<file path="src/rtl/idu_pkg.sv">
// Shared types and encodings for the IDU step sequencer and its lookahead step unit.
// Latency: n/a (types and constants only).
// Backpressure: n/a.
package idu_pkg;

    localparam logic [1:0] OP_PASS = 2'b00;
    localparam logic [1:0] OP_INC  = 2'b01;
    localparam logic [1:0] OP_DEC  = 2'b10;
    localparam logic [1:0] OP_RSVD = 2'b11;

    typedef enum logic [1:0] {
        PASS = OP_PASS,
        INC  = OP_INC,
        DEC  = OP_DEC,
        RSVD = OP_RSVD
    } idu_op_t;

    typedef enum logic {
        IDLE = 1'b0,
        RUN  = 1'b1
    } idu_state_t;

endpackage

</file>
<file path="src/rtl/idu_cla_step.sv">
// Combinational +1 / -1 unit built as a group carry-lookahead; carry_o is the MSB carry/borrow.
// Latency: 0 cycles (pure combinational).
// Backpressure: none; en_i=0 passes the value through with no carry.
module idu_cla_step #(
    parameter int WIDTH = 16,
    parameter int GROUP = 4
) (
    input  logic [WIDTH-1:0] val_i,
    input  logic             en_i,
    input  logic             dec_i,
    output logic [WIDTH-1:0] res_o,
    output logic             carry_o
);

    localparam int NG = WIDTH / GROUP;

    // Decrement is an increment of the inverted operand, inverted back:
    // val-1 == ~(~val + 1). Both directions therefore share one lookahead tree.
    logic [WIDTH-1:0] x;
    logic [WIDTH-1:0] sum;
    logic [NG-1:0]    gp;

    // Select the operand polarity for the shared incrementer.
    always_comb begin
        x = dec_i ? ~val_i : val_i;
    end

    for (genvar g = 0; g < NG; g++) begin : g_grp
        // Carry entering each bit of this group; the ripple never spans more than GROUP bits.
        logic [GROUP-1:0] lc;

        assign gp[g] = &x[g*GROUP +: GROUP];

        // Group carry-in is the AND of every lower group propagate, not a chained carry.
        if (g == 0) begin : g_cin0
            assign lc[0] = 1'b1;
        end else begin : g_cinn
            assign lc[0] = &gp[g-1:0];
        end

        for (genvar j = 0; j < GROUP; j++) begin : g_bit
            assign sum[g*GROUP+j] = x[g*GROUP+j] ^ lc[j];
            if (j < GROUP - 1) begin : g_rip
                assign lc[j+1] = lc[j] & x[g*GROUP+j];
            end
        end
    end

    // Undo the operand inversion for decrement and qualify the carry with the enable.
    always_comb begin
        res_o   = en_i ? (dec_i ? ~sum : sum) : val_i;
        carry_o = en_i & (&gp);
    end

endmodule

</file>
<file path="src/rtl/idu_step_seq.sv">
// Block-repeat address stepper: emits N stepped values (pass/inc/dec), counting down and flagging the last beat.
// Latency: 1 cycle from request accept to first beat; one beat per cycle thereafter.
// Backpressure: out_ready=0 holds every output stable; a new request is taken only in IDLE or on the last-beat handshake.
module idu_step_seq
    import idu_pkg::*;
#(
    parameter int WIDTH = 16,
    parameter int GROUP = 4
) (
    input  logic             CLK,
    input  logic             nRESET,
    input  logic             in_valid,
    output logic             in_ready,
    input  logic [1:0]       in_op,
    input  logic             in_rep,
    input  logic [WIDTH-1:0] in_val,
    input  logic [WIDTH-1:0] in_cnt,
    input  logic             abort,
    output logic             out_valid,
    input  logic             out_ready,
    output logic [WIDTH-1:0] out_val,
    output logic [WIDTH-1:0] out_cnt,
    output logic             out_carry,
    output logic             out_wrap,
    output logic             out_last,
    output logic             busy
);

    localparam logic [WIDTH-1:0] ONE = {{(WIDTH-1){1'b0}}, 1'b1};

    idu_state_t       state_q, state_d;
    idu_op_t          op_q, op_d;
    logic [WIDTH-1:0] val_q, val_d;
    logic [WIDTH-1:0] cnt_q, cnt_d;
    logic             carry_q, carry_d;
    logic             wrap_q, wrap_d;
    logic             last_q, last_d;

    logic             accept;
    logic             step_beat;
    idu_op_t          step_op;
    logic [WIDTH-1:0] step_src;
    logic [WIDTH-1:0] step_val;
    logic             step_carry;
    logic [WIDTH-1:0] cnt_src;
    logic [WIDTH-1:0] cnt_dec;
    logic             cnt_borrow_unused;

    assign accept    = in_valid & in_ready;
    // A non-final beat is consumed and the run continues; abort wins over the handshake.
    assign step_beat = (state_q == RUN) & out_ready & ~abort & ~last_q;

    // The same step unit serves both beat 0 (from the request) and later beats (from the held value).
    assign step_op  = accept ? idu_op_t'(in_op) : op_q;
    assign step_src = accept ? in_val : val_q;
    // Beat 0 counts down from N; later beats count down from the held remaining count.
    assign cnt_src  = accept ? (in_rep ? in_cnt : ONE) : cnt_q;

    idu_cla_step #(
        .WIDTH (WIDTH),
        .GROUP (GROUP)
    ) u_val_step (
        .val_i   (step_src),
        .en_i    ((step_op == INC) || (step_op == DEC)),
        .dec_i   (step_op == DEC),
        .res_o   (step_val),
        .carry_o (step_carry)
    );

    // Count decrementer; its borrow is meaningless here because in_cnt=0 encodes 2^WIDTH beats.
    idu_cla_step #(
        .WIDTH (WIDTH),
        .GROUP (GROUP)
    ) u_cnt_step (
        .val_i   (cnt_src),
        .en_i    (1'b1),
        .dec_i   (1'b1),
        .res_o   (cnt_dec),
        .carry_o (cnt_borrow_unused)
    );

    // State register.
    always_ff @(posedge CLK or negedge nRESET) begin
        if (!nRESET) begin
            state_q <= IDLE;
        end else begin
            state_q <= state_d;
        end
    end

    // Next-state: abort drops the run; the last beat either ends it or chains straight into a new one.
    always_comb begin
        state_d = state_q;
        case (state_q)
            IDLE: begin
                if (accept) begin
                    state_d = RUN;
                end
            end
            RUN: begin
                if (abort) begin
                    state_d = IDLE;
                end else if (out_ready && last_q) begin
                    state_d = accept ? RUN : IDLE;
                end
            end
            default: state_d = IDLE;
        endcase
    end

    // Handshake outputs; abort blocks acceptance in both states, and reset forces everything low.
    always_comb begin
        out_valid = (state_q == RUN);
        busy      = (state_q == RUN);
        in_ready  = 1'b0;
        case (state_q)
            IDLE:    in_ready = nRESET & ~abort;
            RUN:     in_ready = out_ready & last_q & ~abort;
            default: in_ready = 1'b0;
        endcase
    end

    // Beat datapath next-state: load beat 0 on accept, advance on a non-final beat, otherwise hold.
    always_comb begin
        op_d    = op_q;
        val_d   = val_q;
        cnt_d   = cnt_q;
        carry_d = carry_q;
        wrap_d  = wrap_q;
        last_d  = last_q;
        if (accept) begin
            op_d    = idu_op_t'(in_op);
            val_d   = step_val;
            cnt_d   = cnt_dec;
            carry_d = step_carry;
            wrap_d  = step_carry;
            last_d  = (cnt_dec == '0);
        end else if (step_beat) begin
            val_d   = step_val;
            cnt_d   = cnt_dec;
            carry_d = step_carry;
            wrap_d  = wrap_q | step_carry;
            last_d  = (cnt_dec == '0);
        end
    end

    // Beat datapath registers.
    always_ff @(posedge CLK or negedge nRESET) begin
        if (!nRESET) begin
            op_q    <= PASS;
            val_q   <= '0;
            cnt_q   <= '0;
            carry_q <= 1'b0;
            wrap_q  <= 1'b0;
            last_q  <= 1'b0;
        end else begin
            op_q    <= op_d;
            val_q   <= val_d;
            cnt_q   <= cnt_d;
            carry_q <= carry_d;
            wrap_q  <= wrap_d;
            last_q  <= last_d;
        end
    end

    assign out_val   = val_q;
    assign out_cnt   = cnt_q;
    assign out_carry = carry_q;
    assign out_wrap  = wrap_q;
    assign out_last  = last_q;

endmodule

</file>
<file path="config.mk">
export PLATFORM = sky130hd
export DESIGN_NAME = idu_step_seq
export DESIGN_NICKNAME = d
export VERILOG_FILES = /design/src/rtl/idu_pkg.sv /design/src/rtl/idu_cla_step.sv /design/src/rtl/idu_step_seq.sv
export SDC_FILE = /design/constraint.sdc
export NUM_CORES = 1
export LEC_CHECK = 0
export ABC_AREA = 0
export CORE_UTILIZATION = 54
export CTS_BUF_LIST = sky130_fd_sc_hd__clkbuf_4 sky130_fd_sc_hd__clkbuf_8 sky130_fd_sc_hd__clkbuf_16
export CTS_CLUSTER_SIZE = 25
export DETAILED_ROUTE_END_ITERATION = 6
export HOLD_SLACK_MARGIN = 0.05
export PLACE_DENSITY = 0.87
export SLEW_MARGIN = 20
export SYNTH_ARGS = -nofsm -noshare
export SYNTH_HDL_FRONTEND = slang
export SYNTH_SLANG_ARGS = --single-unit
</file>
<file path="constraint.sdc">
create_clock -name CLK -period 9.7 [get_ports CLK]
set_input_delay 1.455 -clock CLK [delete_from_list [all_inputs] [get_ports CLK]]
set_output_delay 1.455 -clock CLK [all_outputs]
set_load 0.01 [all_outputs]
</file>
Yosys cells after proc, flatten, opt, wreduce, memory -nomap -nowiden
Cells that the tools add are included.
- bits of input ports: 40
- logic and storage cells: 112
- bits in registers: 38
- output and inout port bits: 38
- bitwise gates (word level): 70
- eq/ne operators: 2
- reduce and logical (&&, ||, !) cells: 11
- multiplexer cells: 22
- operators by type and width (kind ; number):
    2-to-1 mux 16 bit ; 10
    inverter 16 bit ; 4
    bitwise AND 1 bit ; 30
    XOR 1 bit ; 30
    AND reduction 12 bit ; 2
    logical NOT 16 bit ; 1
    AND reduction 16 bit ; 1
    AND reduction 8 bit ; 2
    2-to-1 mux 1 bit ; 9
    AND reduction 4 bit ; 2
    inverter 1 bit ; 5
    one-hot mux 1 bit (2 select lines) ; 2
    == test 2 x 1 -> 1 bit, second input constant ; 1
    == test 2 bit, second input constant ; 1
    2-to-1 mux 2 bit ; 1
    nonzero test 2 bit ; 1
    logical AND 1 bit ; 1
    logical OR 1 bit ; 1
    bitwise OR 1 bit ; 1

Longest topological paths before layout
- depth after elaboration: 17
- mapped depth: 24
- mapped depth without buffers: 18

By module
A second synthesis with hierarchy kept.
- cell total of the unflattened synthesis: 323
- area total of the unflattened synthesis: 3358.2 sq um
- by module, submodules not included (module ; cells an instance ; seq. area each (sq um) ; area an instance (sq um) ; times used):
    idu_step_seq ; 143 ; 950.9 ; 1996.9 ; 1
    idu_cla_step ; 90 ; 0.0 ; 680.7 ; 2

Worst setup path after synthesis
No wires, ideal clock.
- path type: input-to-reg
- start point: input out_ready
- end point: register val_q[7], in the netlist out_val[7]
- slack: 4.051 ns
- stages on the path: 22
- buffers on the path: 6
- setup time: 0.132 ns
- required time: 9.568 ns
- data arrival time: 5.516 ns
- path through: nand3_1 -> a21o_1 -> buf_2 -> clkbuf_1 -> buf_1 -> nand2_1 -> nand2_1 -> ha_1 -> buf_2 -> clkbuf_1 -> clkbuf_1 -> xnor2_1 -> ha_1 -> o31a_1 -> ha_1 -> ha_1 -> ha_1 -> xor2_1 -> nand2b_1 -> mux2_2 -> o21ai_0 -> o21ai_1
- word-level cells in the longest chain between the ends: 17
- elaborated cells on any way between the ends: 25
- classes of those cells: eq/ne: 2; mux: 8; bitwise: 12; reduce/logical: 3
- RTL lines (element ; line ; source):
    start, declared ; idu_step_seq.sv:20 ; input logic out_ready,
    bitwise AND 1 bit (2 in a row) ; idu_step_seq.sv:118 ; RUN: in_ready = out_ready & last_q & ~abort;
    one-hot mux 1 bit (2 select lines) ; idu_step_seq.sv:116 ; case (state_q)
    bitwise AND 1 bit ; idu_step_seq.sv:49 ; assign accept = in_valid & in_ready;
    2-to-1 mux 2 bit or 2-to-1 mux 16 bit (tied branches) ; idu_step_seq.sv:54, idu_step_seq.sv:55 ;
    == test 2 bit or inverter 16 bit (tied branches) ; idu_step_seq.sv:64, idu_step_seq.sv:65, idu_cla_step.sv:25 ;
    2-to-1 mux 16 bit ; idu_cla_step.sv:25 ; x = dec_i ? ~val_i : val_i;
    AND reduction 4 bit ; idu_cla_step.sv:32 ; assign gp[g] = &x[g*GROUP +: GROUP];
    bitwise AND 1 bit (3 in a row) ; idu_cla_step.sv:44 ; assign lc[j+1] = lc[j] & x[g*GROUP+j];
    XOR 1 bit ; idu_cla_step.sv:42 ; assign sum[g*GROUP+j] = x[g*GROUP+j] ^ lc[j];
    inverter 16 bit ; idu_cla_step.sv:51 ; res_o = en_i ? (dec_i ? ~sum : sum) : val_i;
    2-to-1 mux 16 bit (2 in a row) ; idu_cla_step.sv:51 ;
    2-to-1 mux 16 bit ; idu_step_seq.sv:138 ; end else if (step_beat) begin
    2-to-1 mux 16 bit ; idu_step_seq.sv:131 ; if (accept) begin
    end signal, assigned ; idu_step_seq.sv:158 ; val_q <= val_d;
    end, declared ; idu_step_seq.sv:33 ; logic [WIDTH-1:0] val_q, val_d;
Parallel ways exist; a longest one is shown, timed or not. The select of a mux whose other input is x is not followed.
A chain may end at the register's enable or synchronous reset.

Worst setup path in the final report
- start point: input nRESET
- end point: register val_q[7], in the netlist out_val[7]
- word-level cells in the longest chain between the ends: 16
- elaborated cells on any way between the ends: 21
- classes of those cells: eq/ne: 2; mux: 8; bitwise: 8; reduce/logical: 3
- RTL lines (element ; line ; source):
    start, declared ; idu_step_seq.sv:11 ; input logic nRESET,
    bitwise AND 1 bit (*) ; idu_step_seq.sv:117 ; IDLE: in_ready = nRESET & ~abort;
    one-hot mux 1 bit (2 select lines) (*) ; idu_step_seq.sv:116 ;
    bitwise AND 1 bit (*) ; idu_step_seq.sv:49 ;
    2-to-1 mux 2 bit or 2-to-1 mux 16 bit (tied branches) ; idu_step_seq.sv:54, idu_step_seq.sv:55 ;
    == test 2 bit or inverter 16 bit (tied branches) ; idu_step_seq.sv:64, idu_step_seq.sv:65, idu_cla_step.sv:25 ;
    2-to-1 mux 16 bit ; idu_cla_step.sv:25 ;
    AND reduction 4 bit ; idu_cla_step.sv:32 ;
    bitwise AND 1 bit (3 in a row) ; idu_cla_step.sv:44 ;
    XOR 1 bit ; idu_cla_step.sv:42 ;
    inverter 16 bit ; idu_cla_step.sv:51 ;
    2-to-1 mux 16 bit (2 in a row) ; idu_cla_step.sv:51 ;
    2-to-1 mux 16 bit ; idu_step_seq.sv:138 ;
    2-to-1 mux 16 bit ; idu_step_seq.sv:131 ;
Every way passes the cells marked *; elsewhere a longest branch is shown, timed or not. The select of a mux whose other input is x is not followed.

==> impl_metrics.env <==
export IMPL_setup_viol=0
export IMPL_synth_area_top_cells="dfrtp_1 31%, ha_1 10%, xnor2_1 6.7%"
export IMPL_num_antenna_cells=0
export IMPL_cp_max_fo=48
export IMPL_slew_headroom=0.245
export IMPL_vdd_drop_max_mv=0.147
export IMPL_wirelength_um=8160
export IMPL_die_x_um=76.9
export IMPL_yosysTopAreaCell="dfrtp_1"
export IMPL_chipHeight_um=76.9
export IMPL_cap_violations=0
export IMPL_remaining_drc_errors=0
export IMPL_required_ps=9860
export IMPL_syn_inst=344
export IMPL_utilization=0.745
export IMPL_synth_area_um2=3030
export IMPL_ys_seq_area_frac=0.314
export IMPL_power_total_w=0.000994
export IMPL_nNetsFinal=472
export IMPL_avgViaCountPerCell=6.11
export IMPL_outcome="complete, no violations"
export IMPL_synth_distinct_cells=50
export IMPL_ys_flop_type="dfrtp_1"
export IMPL_cts_resized_gates=0
export IMPL_fin_tns_setup_ps=0
export IMPL_yosysMostFrequentCell="nand2_1"
export IMPL_nFillCells=380
export IMPL_core_um2=5240
export IMPL_hpwl_um=5770
export IMPL_finalHoldViolCount=0
export IMPL_finalCriticalPeriod_ps=6080
export IMPL_critPathKind="primary input to flop"
export IMPL_synth_top_area_share=0.314
export IMPL_cts_sinks=38
export IMPL_drv_slew=0
export IMPL_slowest_delay_ps=920
export IMPL_clock_latency_ps=300
export IMPL_grt_first_pass_wirelength_um=13500
export IMPL_wl_per_cell_um=17.1
export IMPL_firstDrtPassIters=5
export IMPL_ctsHoldBuffers=0
export IMPL_async_flop_share=1.00
export IMPL_grt_usage=0.287
export IMPL_synth_edf_count=0
export IMPL_worst_pin_slew_ps=1130
export IMPL_place_congestion=0.886
export IMPL_crit_path_cell_trace="buf_2 > buf_4 > nand2b_1 > a21oi_4 > buf_4 > nand2_1 > nand2_1 > ha_1 > or3b_2 > a21oi_1 > o31a_1 > ha_1 > ha_1 > ha_1 > xor2_1 > nand2b_1 > mux2_2 > o21ai_0 > o21ai_1"
export IMPL_max_freq_mhz=165
export IMPL_crit_path_start_kind="primary input"
export IMPL_power_density_nw_per_um2=255
export IMPL_ys_ff_latch=38
export IMPL_cts_root_buf="clkbuf_8"
export IMPL_yosysWarnings=0
export IMPL_grt_max_degree=49
export IMPL_start_util=0.578
export IMPL_antenna_found_initial=0
export IMPL_cp_common_cell="ha_1"
export IMPL_cts_inserted_buffers=5
export IMPL_crit_path_end_kind="flop"
export IMPL_postSynthAreaPerCell_um2=8.80
export IMPL_cts_max_level=2
export IMPL_fin_worst_skew_ps=2.99
export IMPL_grt_pass1_vias=2798
export IMPL_num_vias=2919
export IMPL_rsz0062_at_grt="no"
export IMPL_port_buffer_count=77
export IMPL_fin_crit_sh=0.627
export IMPL_cts_clk_slew_worst_paths_ps=80
export IMPL_hold_path_class="flop to flop"
export IMPL_slowest_stage="ha_1"
export IMPL_synthTopCellsByCount="45 x nand2_1, 38 x dfrtp_1, 27 x a21oi_1"
export IMPL_grt_ovfl_total=0
export IMPL_area_delta_synth_final_pct=28.9
export IMPL_dieArea_um2=5910
export IMPL_arrival_ps=6240
export IMPL_drt_iter0_drc=238
export IMPL_cts_tree="done"
export IMPL_clock_path_buffers=2
export IMPL_syn_num_nets=409
export IMPL_ios=78
export IMPL_antenna_left=0
export IMPL_placementRows=26
export IMPL_placed_cells=470
export IMPL_drive_gt1_frac=0.0662
export IMPL_stdcell_count=478
export IMPL_leakage_nw=1.61
export IMPL_post_cts_setup_buffer_count=0
[worst max-delay path, delay by kind of cell]
| kind | cells | cell delay [ps] |
|---|---|---|
| fa+ha+maj | 4 | 1390 |
| simple gates | 5 | 1180 |
| buf+inv | 3 | 970 |
| compound gates | 5 | 790 |
| mux | 1 | 340 |
| xor+xnor | 1 | 70 |
[stage by stage]
stage	hold slack, ps	setup WS (ps)	instance area (µm²)
6_report	496	3620	3900
5_1_grt	547	3240	3900
4_1_cts	505	3630	3900
3_5_place_dp	476	3320	3800
3_3_place_gp	471	3620	3800
2_1_floorplan	467	4050	3030
[registers in the layout, summed over array words and instances, names as in the netlist]
| signal | flops |
|---|---|
| busy | 1 |
| op_q | 2 |
| out_carry | 1 |
| out_cnt | 16 |
| out_last | 1 |
| out_val | 16 |
| out_wrap | 1 |
[where the power goes]
group          internal [W]  switching, W  total (W)
logic              0.000307      0.000273   0.000580
clock network     0.0000572     0.0000618   0.000119
registers          0.000222     0.0000739   0.000296
total              0.000586      0.000408   0.000994
[per-layer routing]
layer,track usage,share of wire
met1,0.385,0.44
met2,0.452,0.47
met3,0.0571,0.069
met4,0.115,0.020
met5,0,0
[cells in the final DEF, fill, tap and decap left out, drive strengths merged, types with 12 or more instances in the layout]
| cell type | count |
|---|---|
| xnor2 | 23 |
| clkdlybuf4s50 | 76 |
| a21oi | 28 |
| ha | 25 |
| dfrtp | 38 |
| nor2 | 15 |
| and3 | 12 |
| mux2i | 16 |
| o21ai | 26 |
| nand2 | 45 |
[path summary, 6_finish.rpt]
path / from / endpoint / slack, ps / depth (start not counted)
min: out_wrap / out_wrap / 500 / 2
max in group asynchronous: nRESET / out_val[14] / 8130 / 2
max: nRESET / out_val[7] / 3620 / 19
max reg2reg: busy / out_val[7] / 4830 / 17
min reg2reg: out_wrap / out_wrap / 500 / 2
min in group asynchronous: nRESET / out_val[12] / 1200 / 2
[kinds of logic after synthesis]
logic type	count (synthesis)	share of synthesized area
compound gates	89	0.190
xor+xnor	34	0.0984
fa+ha+maj	25	0.103
buf+inv	28	0.0397
flops	38	0.314
mux	20	0.0715
simple gates	110	0.183
[area by class of cell]
cell class                 instances  area, µm²  area share
clock buffer                       6       82.6      0.0212
clock inverter                     2       12.5     0.00321
tap                               70       87.6      0.0225
timing repair buffer              80        788       0.202
multi-input combinational        278       1960       0.504
inverter                           4       15.0     0.00385
sequential                        38        951       0.244
No activity file was read; power rests on OpenSTA's default activity.
